===== src/rtl/entity_list_builder.sv =====
// entity_list_builder
// Walks the object map cell by cell in row-major order and builds the entity
// table for one frame. Each cell becomes one background entry written at the
// cell index. A moving object (type >= 4) also gets a foreground entry, which
// is appended after the COLS*ROWS background entries.
//
// Ports
//   clk, reset          clock; asynchronous active-high reset
//   next_screen         arm a rebuild (latched if it arrives while a build runs)
//   new_state           game state committed; starts an armed build
//   address_read_om     object-map read address (= current cell index)
//   data_read_om        map word one cycle after address: {type[2:0], shift[5:0], dir[1:0]}
//   address_write_ent   entity-table write address
//   data_write_ent      {code[2:0], row_px, col_px}
//   wren                entity-table write strobe
//   entities_number     entries written in the current or last frame
//   busy                high from ARMED through the final write
//   done                one-cycle pulse after the last write
//   overflow            sticky per frame: a foreground entry was dropped
//   state_dbg           current FSM state encoding
//
// Handshake: there is no back-pressure. Each wren cycle is one complete write
// that the entity table accepts unconditionally; data_read_om is trusted one
// cycle after address_read_om is presented.
module entity_list_builder #(
  parameter int COLS   = 10,
  parameter int ROWS   = 10,
  parameter int CELL   = 48,
  parameter int POS_W  = 9,
  parameter int ENT_AW = 8,
  parameter int MAP_AW = 7
) (
  input  logic                   clk,
  input  logic                   reset,
  input  logic                   next_screen,
  input  logic                   new_state,
  output logic [MAP_AW-1:0]      address_read_om,
  input  logic [10:0]            data_read_om,
  output logic [ENT_AW-1:0]      address_write_ent,
  output logic [3+2*POS_W-1:0]   data_write_ent,
  output logic                   wren,
  output logic [ENT_AW-1:0]      entities_number,
  output logic                   busy,
  output logic                   done,
  output logic                   overflow,
  output logic [2:0]             state_dbg
);

  localparam int NCELLS = COLS * ROWS;

  typedef enum logic [2:0] {
    IDLE    = 3'd0,
    ARMED   = 3'd1,
    READ    = 3'd2,
    EMIT_BG = 3'd3,
    EMIT_FG = 3'd4,
    FINISH  = 3'd5
  } state_t;

  state_t              state_q, state_d;
  logic [MAP_AW-1:0]   cell_q, row_q, col_q;
  logic [ENT_AW-1:0]   ent_q;
  logic                ovf_q;
  logic                rearm_q;
  logic [10:0]         word_q;

  logic [10:0]         word;
  logic [2:0]          typ;
  logic [1:0]          dir;
  logic [POS_W-1:0]    shamt;
  logic [POS_W-1:0]    base_row, base_col;
  logic [POS_W-1:0]    srow, scol;
  logic [2:0]          single_code;
  logic                last_cell;
  logic                start, advance, fg_write, drop;

  // The map word is only guaranteed in the cycle after READ, so the
  // foreground cycle works from the copy captured during EMIT_BG.
  assign word  = (state_q == EMIT_FG) ? word_q : data_read_om;
  assign typ   = word[10:8];
  assign dir   = word[1:0];
  assign shamt = POS_W'(word[7:2]);

  assign base_row = POS_W'(row_q * CELL);
  assign base_col = POS_W'(col_q * CELL);

  // Offsets wrap modulo 2^POS_W by construction of the POS_W-bit adders.
  always_comb begin
    srow = base_row;
    scol = base_col;
    case (dir)
      2'b00:   scol = base_col - shamt;
      2'b01:   scol = base_col + shamt;
      2'b10:   srow = base_row - shamt;
      default: srow = base_row + shamt;
    endcase
  end

  always_comb begin
    case (typ)
      3'd0:    single_code = 3'b000;
      3'd1:    single_code = 3'b100;
      3'd2:    single_code = 3'b011;
      default: single_code = 3'b101;
    endcase
  end

  assign last_cell = (cell_q == MAP_AW'(NCELLS - 1));

  always_comb begin
    state_d           = state_q;
    wren              = 1'b0;
    address_write_ent = '0;
    data_write_ent    = '0;
    start             = 1'b0;
    advance           = 1'b0;
    fg_write          = 1'b0;
    drop              = 1'b0;
    case (state_q)
      IDLE:  if (next_screen) state_d = ARMED;
      ARMED: if (new_state) begin
        state_d = READ;
        start   = 1'b1;
      end
      READ:  state_d = EMIT_BG;
      EMIT_BG: begin
        wren              = 1'b1;
        address_write_ent = ENT_AW'(cell_q);
        if (typ < 3'd4) begin
          data_write_ent = {single_code, srow, scol};
          advance        = 1'b1;
        end else begin
          data_write_ent = {(typ >= 3'd6) ? 3'b100 : 3'b000, base_row, base_col};
          state_d        = EMIT_FG;
        end
      end
      EMIT_FG: begin
        // The last table slot is never used, so the count stays below ENT_DEPTH.
        if (ent_q != '1) begin
          wren              = 1'b1;
          address_write_ent = ent_q;
          data_write_ent    = {(typ == 3'd4 || typ == 3'd7) ? 3'b010 : 3'b001, srow, scol};
          fg_write          = 1'b1;
        end else begin
          drop = 1'b1;
        end
        advance = 1'b1;
      end
      FINISH: state_d = (rearm_q || next_screen) ? ARMED : IDLE;
      default: state_d = IDLE;
    endcase
    if (advance) state_d = last_cell ? FINISH : READ;
  end

  always_ff @(posedge clk or posedge reset) begin
    if (reset) begin
      state_q <= IDLE;
      cell_q  <= '0;
      row_q   <= '0;
      col_q   <= '0;
      ent_q   <= '0;
      ovf_q   <= 1'b0;
      rearm_q <= 1'b0;
      word_q  <= '0;
    end else begin
      state_q <= state_d;
      if (state_q == EMIT_BG) word_q <= data_read_om;

      if (start) begin
        cell_q <= '0;
        row_q  <= '0;
        col_q  <= '0;
        ent_q  <= ENT_AW'(NCELLS);
        ovf_q  <= 1'b0;
      end else begin
        if (advance && !last_cell) begin
          cell_q <= cell_q + 1'b1;
          if (col_q == MAP_AW'(COLS - 1)) begin
            col_q <= '0;
            row_q <= row_q + 1'b1;
          end else begin
            col_q <= col_q + 1'b1;
          end
        end
        if (fg_write) ent_q <= ent_q + 1'b1;
        if (drop)     ovf_q <= 1'b1;
      end

      // A request during an active build is held and re-arms after FINISH.
      if (state_q == FINISH)
        rearm_q <= 1'b0;
      else if (next_screen && (state_q == READ || state_q == EMIT_BG || state_q == EMIT_FG))
        rearm_q <= 1'b1;
    end
  end

  assign address_read_om = cell_q;
  assign entities_number = ent_q;
  assign overflow        = ovf_q;
  assign done            = (state_q == FINISH);
  assign busy            = (state_q == ARMED) || (state_q == READ) ||
                           (state_q == EMIT_BG) || (state_q == EMIT_FG);
  assign state_dbg       = state_q;

endmodule


===== config.mk =====
export PLATFORM = sky130hd
export DESIGN_NAME = entity_list_builder
export DESIGN_NICKNAME = d
export VERILOG_FILES = /design/src/rtl/entity_list_builder.sv
export SDC_FILE = /design/constraint.sdc
export NUM_CORES = 1
export LEC_CHECK = 0
export CORE_MARGIN = 2
export CORE_UTILIZATION = 48
export DETAILED_ROUTE_END_ITERATION = 10
export PLACE_DENSITY_LB_ADDON = 0.12
export SLEW_MARGIN = 15
export SYNTH_ARGS = -nofsm -noshare
export SYNTH_HDL_FRONTEND = slang
export SYNTH_SLANG_ARGS = --single-unit

===== constraint.sdc =====
create_clock -name clk -period 3.2 [get_ports clk]
set_input_delay 0.32 -clock clk [delete_from_list [all_inputs] [get_ports clk]]
set_output_delay 0.32 -clock clk [all_outputs]
set_load 0.01 [all_outputs]

==> results of run 1 <==
-- report_power, final --
part / switching [mW] / internal (mW)
sequential: 0.175 / 0.684
combinational: 1.15 / 1.04
clock: 0.197 / 0.150
-- cells by family (layout without fill, tap and decap cells) --
logic type / count (synthesis) / count (layout) / synth area share
and+or+nand+nor: 169 / 169 / 0.231
AOI/OAI and AO/OA: 94 / 94 / 0.195
DFF: 43 / 43 / 0.309
buffers and inverters: 35 / 148 / 0.0453
xor gates and xnor gates: 29 / 29 / 0.0730
adders and majority gates: 22 / 22 / 0.0877
muxes: 19 / 19 / 0.0586
-- placed cells by master (no fill, tap or decap), types with 3 or more instances in the layout --
cell	count
sky130_fd_sc_hd__nand2_1	70
sky130_fd_sc_hd__buf_4	52
sky130_fd_sc_hd__clkdlybuf4s50_1	50
sky130_fd_sc_hd__dfrtp_1	43
sky130_fd_sc_hd__nor2_1	38
sky130_fd_sc_hd__o21ai_0	20
sky130_fd_sc_hd__xnor2_1	18
sky130_fd_sc_hd__a21oi_1	14
sky130_fd_sc_hd__ha_1	14
sky130_fd_sc_hd__inv_1	13
sky130_fd_sc_hd__xor2_1	11
sky130_fd_sc_hd__nor3_1	9
sky130_fd_sc_hd__mux2i_1	9
sky130_fd_sc_hd__buf_6	8
sky130_fd_sc_hd__nor2b_1	7
sky130_fd_sc_hd__nand3_1	7
sky130_fd_sc_hd__a22o_1	7
sky130_fd_sc_hd__buf_2	7
sky130_fd_sc_hd__nand4_1	6
sky130_fd_sc_hd__o31ai_1	6
sky130_fd_sc_hd__clkbuf_8	5
sky130_fd_sc_hd__dlymetal6s2s_1	5
sky130_fd_sc_hd__and2_1	4
sky130_fd_sc_hd__mux2i_4	4
sky130_fd_sc_hd__mux2i_2	4
sky130_fd_sc_hd__fa_1	4
sky130_fd_sc_hd__o21ai_1	3
sky130_fd_sc_hd__o21a_1	3
sky130_fd_sc_hd__or2_2	3
sky130_fd_sc_hd__o22ai_1	3
sky130_fd_sc_hd__a21o_1	3
sky130_fd_sc_hd__nor4_1	3
sky130_fd_sc_hd__o31a_1	3
sky130_fd_sc_hd__ha_4	3
sky130_fd_sc_hd__clkinv_2	3
-- routing by layer --
| layer | vias to the layer above | GRT usage | wire, um |
|---|---|---|---|
| met5 | - | 0 | 0 |
| met4 | 0 | 0.0733 | 204 |
| met2 | 110 | 0.437 | 5250 |
| met1 | 1734 | 0.336 | 4500 |
| li1 | 1684 | - | - |
| met3 | 17 | 0.0499 | 534 |
-- worst min-delay path: cells and delay by family --
| family | cells | cell delay [ns] |
|---|---|---|
| buffers and inverters | 3 | 0.90 |
-- repair_timing --
| action | in CTS | in global routing |
|---|---|---|
| hold buffers | 0 | 0 |
| setup endpoints to repair | 11 | 13 |
| gates resized for setup | 60 | 26 |
| pin swaps | 10 | 14 |
| setup buffers | 13 | 3 |
-- stage by stage --
stage	worst slack [ns]	util	instance area [um2]	TNS [ns]	hold WS, ns
2_1_floorplan	0.0347	-	3480	0	0.425
3_3_place_gp	-0.104	0.631	4500	-0.170	0.461
3_5_place_dp	-0.238	0.631	4500	-0.554	0.467
4_1_cts	-0.0719	0.671	4790	-0.137	0.477
5_1_grt	-0.152	0.687	4900	-0.571	0.508
6_report	-0.0469	0.687	4900	-0.0469	0.458
-- layout make-up --
cell class,count,area share
repair buffers,125,0.224
multi-input cells,333,0.503
clock inverters,3,0.00306
inverters,15,0.0115
clock buffers,5,0.0140
well taps,99,0.0253
flip-flops and latches,43,0.220
-- state kept, by name, indices dropped and copies added, names as in the netlist --
name and flops:
address_read_om 7, col_q 7, entities_number 8, overflow 1, rearm_q 1, row_q 5, state_dbg 3, word_q 11
-- final timing paths --
path                                      end  cells past startpoint  slack, ns
setup / recovery            data_write_ent[8]                     13      -0.05
hold / removal             address_read_om[6]                      3       0.46
setup reg to reg                     col_q[6]                     10       0.63
hold reg to reg                     word_q[8]                      2       0.49
max in group asynchronous        state_dbg[1]                      3       2.35
min in group clk                    word_q[8]                      2       0.49
==> impl_metrics.tcl, run 1 <==
set metrics [dict create \
    status "finished, violations left" \
    violations "setup timing" \
    synth_largest_area_cell "sky130_fd_sc_hd__dfrtp_1" \
    worstMarginPinSlew_ns 0.585 \
    wl_um 10500 \
    synth_ff_type "sky130_fd_sc_hd__dfrtp_1" \
    insertedDiodeCount 0 \
    floorplan.die.width_um 89.2 \
    report.final.setup_viol 1 \
    first_global_vias 3208 \
    timing.critical_path.slowest_stage_cell "sky130_fd_sc_hd__dfrtp_1" \
    antenna_found_initial 0 \
    initial_drt_pass_iterations 5 \
    crit_path_end_kind "output port" \
    rows 31 \
    layout.cells.non_filler 623 \
    crit-reg2reg-launch "state_dbg[0]" \
    num_vias 3545 \
    synth.most_common_cell "sky130_fd_sc_hd__nand2_1" \
    fmax_ghz 0.308 \
    nFillCells 592 \
    peakVddDrop_v 0.000364 \
    yosysWarnings 0 \
    cp_common_cell "sky130_fd_sc_hd__buf_6" \
    ctsHtreeMaxLevel 2 \
    synth_cells 411 \
    arrival_ns 2.93 \
    post_synth_net_total 448 \
    timing.setup.critical_path_class "reg -> out" \
    finalNetCount 560 \
    synth_area_um2 3480 \
    io-pin-count 66 \
    ys_top_cells_by_area "sky130_fd_sc_hd__dfrtp_1 (31%), sky130_fd_sc_hd__nand2_1 (7.5%), sky130_fd_sc_hd__ha_1 (6.5%), sky130_fd_sc_hd__xnor2_1 (4.5%), sky130_fd_sc_hd__nor2_1 (4.4%)" \
    grt_first_pass_wirelength_um 16000 \
    synth_seq_area_share 0.309 \
    path_max_fanout 6 \
    leakage_nw 2.26 \
    final.setup.worst_slack_ns -0.0469 \
    numPortBuffers 65 \
    ys_ff_latch 43 \
    path_buf_inv 5 \
    time_the_worst_path_needs_with_i_o_delays_and_setup_ns 3.25 \
    drv.max_cap_violation_count 0 \
    post_route_cells_drive_above_1_share 0.235 \
    sequential_cell_area_um2 1080 \
    synth_largest_type_area_fraction 0.309 \
    globalRouteOverflowTotal 0 \
    cts.root.buffer_cell "sky130_fd_sc_hd__clkbuf_8" \
    power.density_cell_area_nw_per_um2 693 \
    grt_use_total 0.258 \
    cts_made_buffers 5 \
    routability_congestion_estimate 0.912 \
    route.detailed.drc 0 \
    worst_hold_path_type "in -> async" \
    average_wire_length_per_cell_after_detail_routing_um 16.8 \
    asyncSetResetFlopFracSynth 1.00 \
    cts.reportedPaths.clkPinSlew_ns 0.09 \
    fp.dieArea_um2 7950 \
    netlist_cell_types 66 \
    max-clock-path-buffers 2 \
    synth-edff-count 0 \
    final_max_slew_viol_count 0 \
    critical_path.max_stage_delay_ns 0.42 \
    multiInputGateArea_um2 2460 \
    vias_per_cell 5.69 \
    dp_cells 601 \
    avgSynthCellArea_um2 8.47 \
    period_share 1.01 \
    startpoint "state_dbg[1]" \
    clock_latency_ns 0.30 \
    timing.clock.skew_ns 0.00422 \
    starting_drt_drc_count 202 \
    grt_setup_unrepaired "true" \
    worstPathRequired_ns 2.88 \
    core_region_area_um2 7140 \
    slew_headroom 0.599 \
    grt_start_max_net_pins 44 \
    total_power_mw 3.40 \
    postRouteAntennaNets 0 \
    worstSetupStartpointType "flop" \
    floorplan.die.height_um 89.2 \
    finalHoldViolations 0 \
    hpwlAfterDp_um 7440 \
    synth.cells.most_frequent "sky130_fd_sc_hd__nand2_1 (70), sky130_fd_sc_hd__dfrtp_1 (43), sky130_fd_sc_hd__nor2_1 (41), sky130_fd_sc_hd__o21ai_0 (21)" \
    clkSinkCount 43 \
    floorplan.initialDensity 0.488 \
    timing.critical_path.max_delay_family "buffers and inverters" \
    syn_to_final_growth_pct 40.8 \
    crit_chain "nor3b_2 -> buf_6 -> mux2i_4 -> buf_6 -> ha_4 -> inv_2 -> nor2_2 -> a2111oi_4 -> buf_4 -> a31oi_2 -> xnor2_1 -> o22ai_1 -> buf_2" \
    clock_tree_from_tritoncts "yes" \
]
No activity file was read; power rests on OpenSTA's default activity.
==> inputs of run 2 (changes only) <==
--- a/config.mk
+++ b/config.mk
@@ -5,6 +5,7 @@
 export SDC_FILE = /design/constraint.sdc
 export NUM_CORES = 1
 export LEC_CHECK = 0
+export CORE_ASPECT_RATIO = 1.1
 export CORE_MARGIN = 2
 export CORE_UTILIZATION = 48
 export DETAILED_ROUTE_END_ITERATION = 10
@@ -13,3 +14,4 @@
 export SYNTH_ARGS = -nofsm -noshare
 export SYNTH_HDL_FRONTEND = slang
 export SYNTH_SLANG_ARGS = --single-unit
+export TNS_END_PERCENT = 30
==> constraint.sdc (replaced) <==
create_clock -name clk -period 3.2 [get_ports clk]
set_input_delay 0.32 -clock clk [delete_from_list [all_inputs] [get_ports clk]]
set_output_delay 0.32 -clock clk [all_outputs]
set_load 0.1 [all_outputs]
==> impl_metrics.tcl, run 2 (synthesis gave the netlist of run 1 again) <==
set metrics [dict create \
    final_max_slew_viol_count 0 \
    initial_drt_pass_iterations 5 \
    numPortBuffers 65 \
    timing.setup.critical_path_class "reg -> out" \
    time_the_worst_path_needs_with_i_o_delays_and_setup_ns 3.32 \
    detailroute.wirelength.met2_um 4750 \
    syn_to_final_growth_pct 46.4 \
    first_global_vias 3363 \
    core_region_area_um2 7010 \
    routability_congestion_estimate 0.882 \
    slew_headroom 0.346 \
    startpoint "state_dbg[0]" \
    grt_first_pass_wirelength_um 16300 \
    status "finished, violations left" \
    floorplan.initialDensity 0.497 \
    postRouteAntennaNets 0 \
    clkSinkCount 43 \
    vias_per_cell 5.86 \
    mostFrequentLayoutCell "sky130_fd_sc_hd__nand2_1" \
    floorplan.die.height_um 93.3 \
    drv.max_cap_violation_count 0 \
    final.setup.worst_slack_ns -0.120 \
    insertedDiodeCount 0 \
    floorplan.die.width_um 85.2 \
    path_max_fanout 5 \
    regToRegEndpoint "col_q[6]" \
    cp-endpoint "data_write_ent[8]" \
    leakage_nw 2.17 \
    fp.dieArea_um2 7950 \
    worstMarginPinSlew_ns 0.978 \
    grt_use_total 0.255 \
    place_area_um2 4780 \
    period_share 1.04 \
    dr_wl_met3_um 512 \
    grt_setup_unrepaired "true" \
    registers.top_by_ff_count "word_q" \
    peakVddDrop_v 0.000755 \
    hpwlAfterDp_um 7080 \
    rows 32 \
    layout.cells.most_common_list "sky130_fd_sc_hd__nand2_1 (69), sky130_fd_sc_hd__nor2_1 (38), sky130_fd_sc_hd__dfrtp_1 (36)" \
    cts.root.buffer_cell "sky130_fd_sc_hd__clkbuf_8" \
    max-clock-path-buffers 2 \
    ctsHtreeMaxLevel 2 \
    r2r_setup_slack_ns 0.89 \
    timing.clock.skew_ns 0.0116 \
    postLayoutCellArea_um2 5100 \
    cts_made_buffers 5 \
    antenna_found_initial 0 \
    dr.max_layer_used "met4" \
    io-pin-count 66 \
    post_route_cells_drive_above_1_share 0.287 \
    num_vias 3396 \
    crit-reg2reg-launch "state_dbg[2]" \
    worst_hold_path_type "in -> async" \
    starting_drt_drc_count 202 \
    wl_um 9780 \
    arrival_ns 3.00 \
    worstSetupStartpointType "flop" \
    grt_start_max_net_pins 44 \
    clock_tree_from_tritoncts "yes" \
    route.detailed.drc 0 \
    crit_path_end_kind "output port" \
    finalNetCount 531 \
    globalRouteOverflowTotal 0 \
    fmax_ghz 0.301 \
    cts.reportedPaths.clkPinSlew_ns 0.09 \
    nFillCells 498 \
    routedLengthMet1_um 4280 \
    finalHoldViolations 0 \
    total_power_mw 4.48 \
    worstPathRequired_ns 2.88 \
    clock_latency_ns 0.30 \
    average_wire_length_per_cell_after_detail_routing_um 16.9 \
    worstRegToRegCells 8 \
    power.density_cell_area_nw_per_um2 878 \
    violations "setup timing" \
    largest_reg_flops 11 \
    report.final.setup_viol 7 \
]
-- run 2: how the worst min path moves through the flow --
stage                          from                  to  slack, ns  depth (start not counted)
floorplan           data_read_om[0]           word_q[0]       0.43                          2
global placement          word_q[6]           word_q[6]       0.46                          2
detailed placement        word_q[6]           word_q[6]       0.46                          2
CTS                           reset  entities_number[7]       0.48                          3
global route                  reset  address_read_om[4]       0.51                          3
finish                        reset  address_read_om[6]       0.45                          3
-- run 2: per-layer routing --
| metal | track usage | vias up |
|---|---|---|
| met5 | 0 | - |
| met4 | 0.0926 | 0 |
| met3 | 0.0397 | 21 |
| met2 | 0.417 | 107 |
| met1 | 0.341 | 1646 |
| li1 | - | 1622 |
-- run 2: report_power, final --
part,leakage [nW],internal (mW),switching (mW)
Combinational,1.58,1.16,2.08
Sequential,0.541,0.695,0.181
Clock,0.0412,0.153,0.201
-- run 2: cell type report --
| cell class | instances | area [um2] | area share |
|---|---|---|---|
| clock inverter | 2 | 12.5 | 0.00246 |
| inverter | 15 | 58.8 | 0.0115 |
| multi-input combinational | 333 | 2570 | 0.504 |
| tap | 85 | 106 | 0.0209 |
| timing repair buffer | 96 | 1190 | 0.233 |
| sequential | 43 | 1090 | 0.214 |
| clock buffer | 6 | 72.6 | 0.0142 |
-- run 2: worst max-delay path, stage by stage (launching register included) --
cell and delay, ns:
sky130_fd_sc_hd__dfrtp_4 0.51, sky130_fd_sc_hd__nor3b_4 0.23, sky130_fd_sc_hd__buf_12 0.16, sky130_fd_sc_hd__mux2i_4 0.07, sky130_fd_sc_hd__ha_2 0.20, sky130_fd_sc_hd__nor3b_4 0.15
sky130_fd_sc_hd__mux2_4 0.29, sky130_fd_sc_hd__a2111oi_4 0.38, sky130_fd_sc_hd__a31oi_2 0.17, sky130_fd_sc_hd__xnor2_2 0.23, sky130_fd_sc_hd__o22ai_4 0.09, sky130_fd_sc_hd__buf_12 0.20
-- run 2: what timing repair did --
action | CTS | global route
setup buffers | 7 | 5
pin swaps | 7 | 9
hold buffers | 0 | 0
setup endpoints to repair | 9 | 16
resized for setup | 18 | 13
-- run 2: stage by stage --
stage	cells	TNS [ns]	setup WS (ns)	hold WS (ns)	util
2_1_floorplan	411	-1.65	-0.283	0.425	-
3_3_place_gp	560	0	0.123	0.459	0.682
3_5_place_dp	560	0	0.0809	0.459	0.682
4_1_cts	575	-0.651	-0.150	0.480	0.714
5_1_grt	580	-1.46	-0.254	0.510	0.727
6_report	580	-0.568	-0.120	0.452	0.727
==> inputs of run 3 (changes only) <==
--- a/config.mk
+++ b/config.mk
@@ -7,7 +7,7 @@
 export LEC_CHECK = 0
 export CORE_ASPECT_RATIO = 1.1
 export CORE_MARGIN = 2
-export CORE_UTILIZATION = 48
+export CORE_UTILIZATION = 45
 export DETAILED_ROUTE_END_ITERATION = 10
 export PLACE_DENSITY_LB_ADDON = 0.12
 export SLEW_MARGIN = 15
==> impl_metrics.tcl, run 3 (synthesis gave the netlist of run 1 again) <==
set metrics [dict create \
    drv.max_cap_violation_count 0 \
    cts.root.buffer_cell "sky130_fd_sc_hd__clkbuf_8" \
    average_wire_length_per_cell_after_detail_routing_um 16.7 \
    path_max_fanout 4 \
    place_area_um2 4810 \
    max-clock-path-buffers 2 \
    antenna_found_initial 0 \
    hpwlAfterDp_um 7370 \
    postLayoutCellArea_um2 5180 \
    grt_start_max_net_pins 26 \
    report.final.setup_viol 8 \
    dp_cells 581 \
    layout.cells.non_filler 599 \
    cts.reportedPaths.clkPinSlew_ns 0.10 \
    first_global_vias 3260 \
    insertedDiodeCount 0 \
    fmax_ghz 0.300 \
    syn_to_final_growth_pct 48.7 \
    io-pin-count 66 \
    wl_um 10000 \
    arrival_ns 3.01 \
    share_clk_of_total_power 0.095 \
    hold_buffers 0 \
    mostFrequentLayoutCell "sky130_fd_sc_hd__nand2_1" \
    layout.cells.most_common_list "sky130_fd_sc_hd__nand2_1 (69), sky130_fd_sc_hd__nor2_1 (38), sky130_fd_sc_hd__dfrtp_1 (37)" \
    clock_tree_from_tritoncts "yes" \
    power.density_cell_area_nw_per_um2 892 \
    timing.clock.skew_ns 0.0115 \
    clkSinkCount 43 \
    registers.top_by_ff_count "word_q" \
    grt_setup_unrepaired "true" \
    dpl_worst_slack_ns 0.00767 \
    grt_first_pass_wirelength_um 16300 \
    violations "setup timing" \
    core_region_area_um2 7470 \
    post_route_cells_drive_above_1_share 0.287 \
    status "finished, violations left" \
    floorplan.die.width_um 87.9 \
    time_the_worst_path_needs_with_i_o_delays_and_setup_ns 3.33 \
    final.setup.worst_slack_ns -0.128 \
    power_report.internal_total_mw 2.10 \
    final_layout_setup_total_negative_slack_ns -0.733 \
    share_comb_of_total_power 0.715 \
    worst_hold_path_type "reg -> reg" \
    slew_headroom 0.346 \
    largest_reg_flops 11 \
    worstPathRequired_ns 2.88 \
    globalRouteOverflowTotal 0 \
    leakage_nw 2.21 \
    worstMarginPinSlew_ns 0.978 \
    clock_latency_ns 0.31 \
    period_share 1.04 \
    power_switching_mw 2.52 \
    floorplan.die.height_um 96.2 \
    initial_drt_pass_iterations 5 \
    postRouteAntennaNets 0 \
    numPortBuffers 65 \
    grt_use_total 0.246 \
    crit_path_end_kind "output port" \
    finalHoldViolations 0 \
    sequentialPowerShare 0.189 \
    vias_per_cell 5.67 \
    ctsHtreeMaxLevel 2 \
    starting_drt_drc_count 222 \
    route.detailed.drc 0 \
    nFillCells 555 \
    timing.setup.critical_path_class "reg -> out" \
    routability_congestion_estimate 0.883 \
    cts_made_buffers 5 \
    floorplan.initialDensity 0.466 \
    fp.dieArea_um2 8460 \
    worstSetupStartpointType "flop" \
    peakVddDrop_v 0.000587 \
    rows 33 \
    switching_share 0.545 \
    final_max_slew_viol_count 0 \
    num_vias 3397 \
    finalNetCount 530 \
]
## run 3: metal layers
layer	track usage	share of wire	wire length, um
met5	0	0	0
met3	0.0386	0.054	546
met4	0.0808	0.019	195
met2	0.410	0.50	4980
met1	0.327	0.43	4300
## run 3: critical path: stages, from the launching register on
cell and delay (ns):
sky130_fd_sc_hd__dfrtp_4 0.50, sky130_fd_sc_hd__nor3b_4 0.26, sky130_fd_sc_hd__buf_12 0.16, sky130_fd_sc_hd__mux2i_4 0.32, sky130_fd_sc_hd__ha_4 0.27, sky130_fd_sc_hd__nand2_4 0.08, sky130_fd_sc_hd__a211oi_4 0.05, sky130_fd_sc_hd__or3_1 0.34
sky130_fd_sc_hd__o32a_1 0.20, sky130_fd_sc_hd__xnor2_2 0.16, sky130_fd_sc_hd__o22ai_4 0.14, sky130_fd_sc_hd__buf_12 0.20
## run 3: repair_timing
| item | 4_1_cts | 5_1_grt |
|---|---|---|
| gates resized for setup | 28 | 7 |
| setup buffers | 10 | 0 |
| pin swaps | 14 | 4 |
| endpoints found under the setup margin | 10 | 11 |
| gates cloned | 0 | 0 |
## run 3: worst paths after layout
check	start	to	slack [ns]	depth (start not counted)
max in group asynchronous	reset	row_q[0]	1.93	3
setup reg to reg	state_dbg[2]	col_q[6]	0.86	8
min in group asynchronous	reset	address_read_om[4]	0.53	2
hold / removal	word_q[9]	word_q[9]	0.49	2
setup / recovery	state_dbg[1]	data_write_ent[7]	-0.13	11
hold reg to reg	word_q[9]	word_q[9]	0.49	2
## run 3: power by group through the flow
stage	sequential (mW)	combinational, mW	clock, mW
floorplan	1.09	1.95	0
global placement	0.857	2.99	0
detailed placement	0.867	3.04	0
CTS	0.865	3.25	0.449
global route	0.895	3.50	0.468
finish	0.875	3.30	0.441
## run 3: area by class of cell
| type | instances | area, um2 | area share |
|---|---|---|---|
| clock buffers | 5 | 68.8 | 0.0133 |
| clock inverters | 3 | 43.8 | 0.00846 |
| inverters | 15 | 58.8 | 0.0114 |
| multi-input cells | 333 | 2600 | 0.502 |
| flip-flops and latches | 43 | 1090 | 0.211 |
| well taps | 105 | 131 | 0.0254 |
| repair buffers | 95 | 1180 | 0.229 |
## run 3: metrics by stage
| step | utilization | power [mW] | hold slack [ns] |
|---|---|---|---|
| 3_3_place_gp | 0.644 | 3.84 | 0.457 |
| 3_5_place_dp | 0.644 | 3.90 | 0.469 |
| 5_1_grt | 0.693 | 4.86 | 0.516 |
| 4_1_cts | 0.688 | 4.57 | 0.491 |
| 2_1_floorplan | - | 3.04 | 0.425 |
| 6_report | 0.693 | 4.62 | 0.492 |
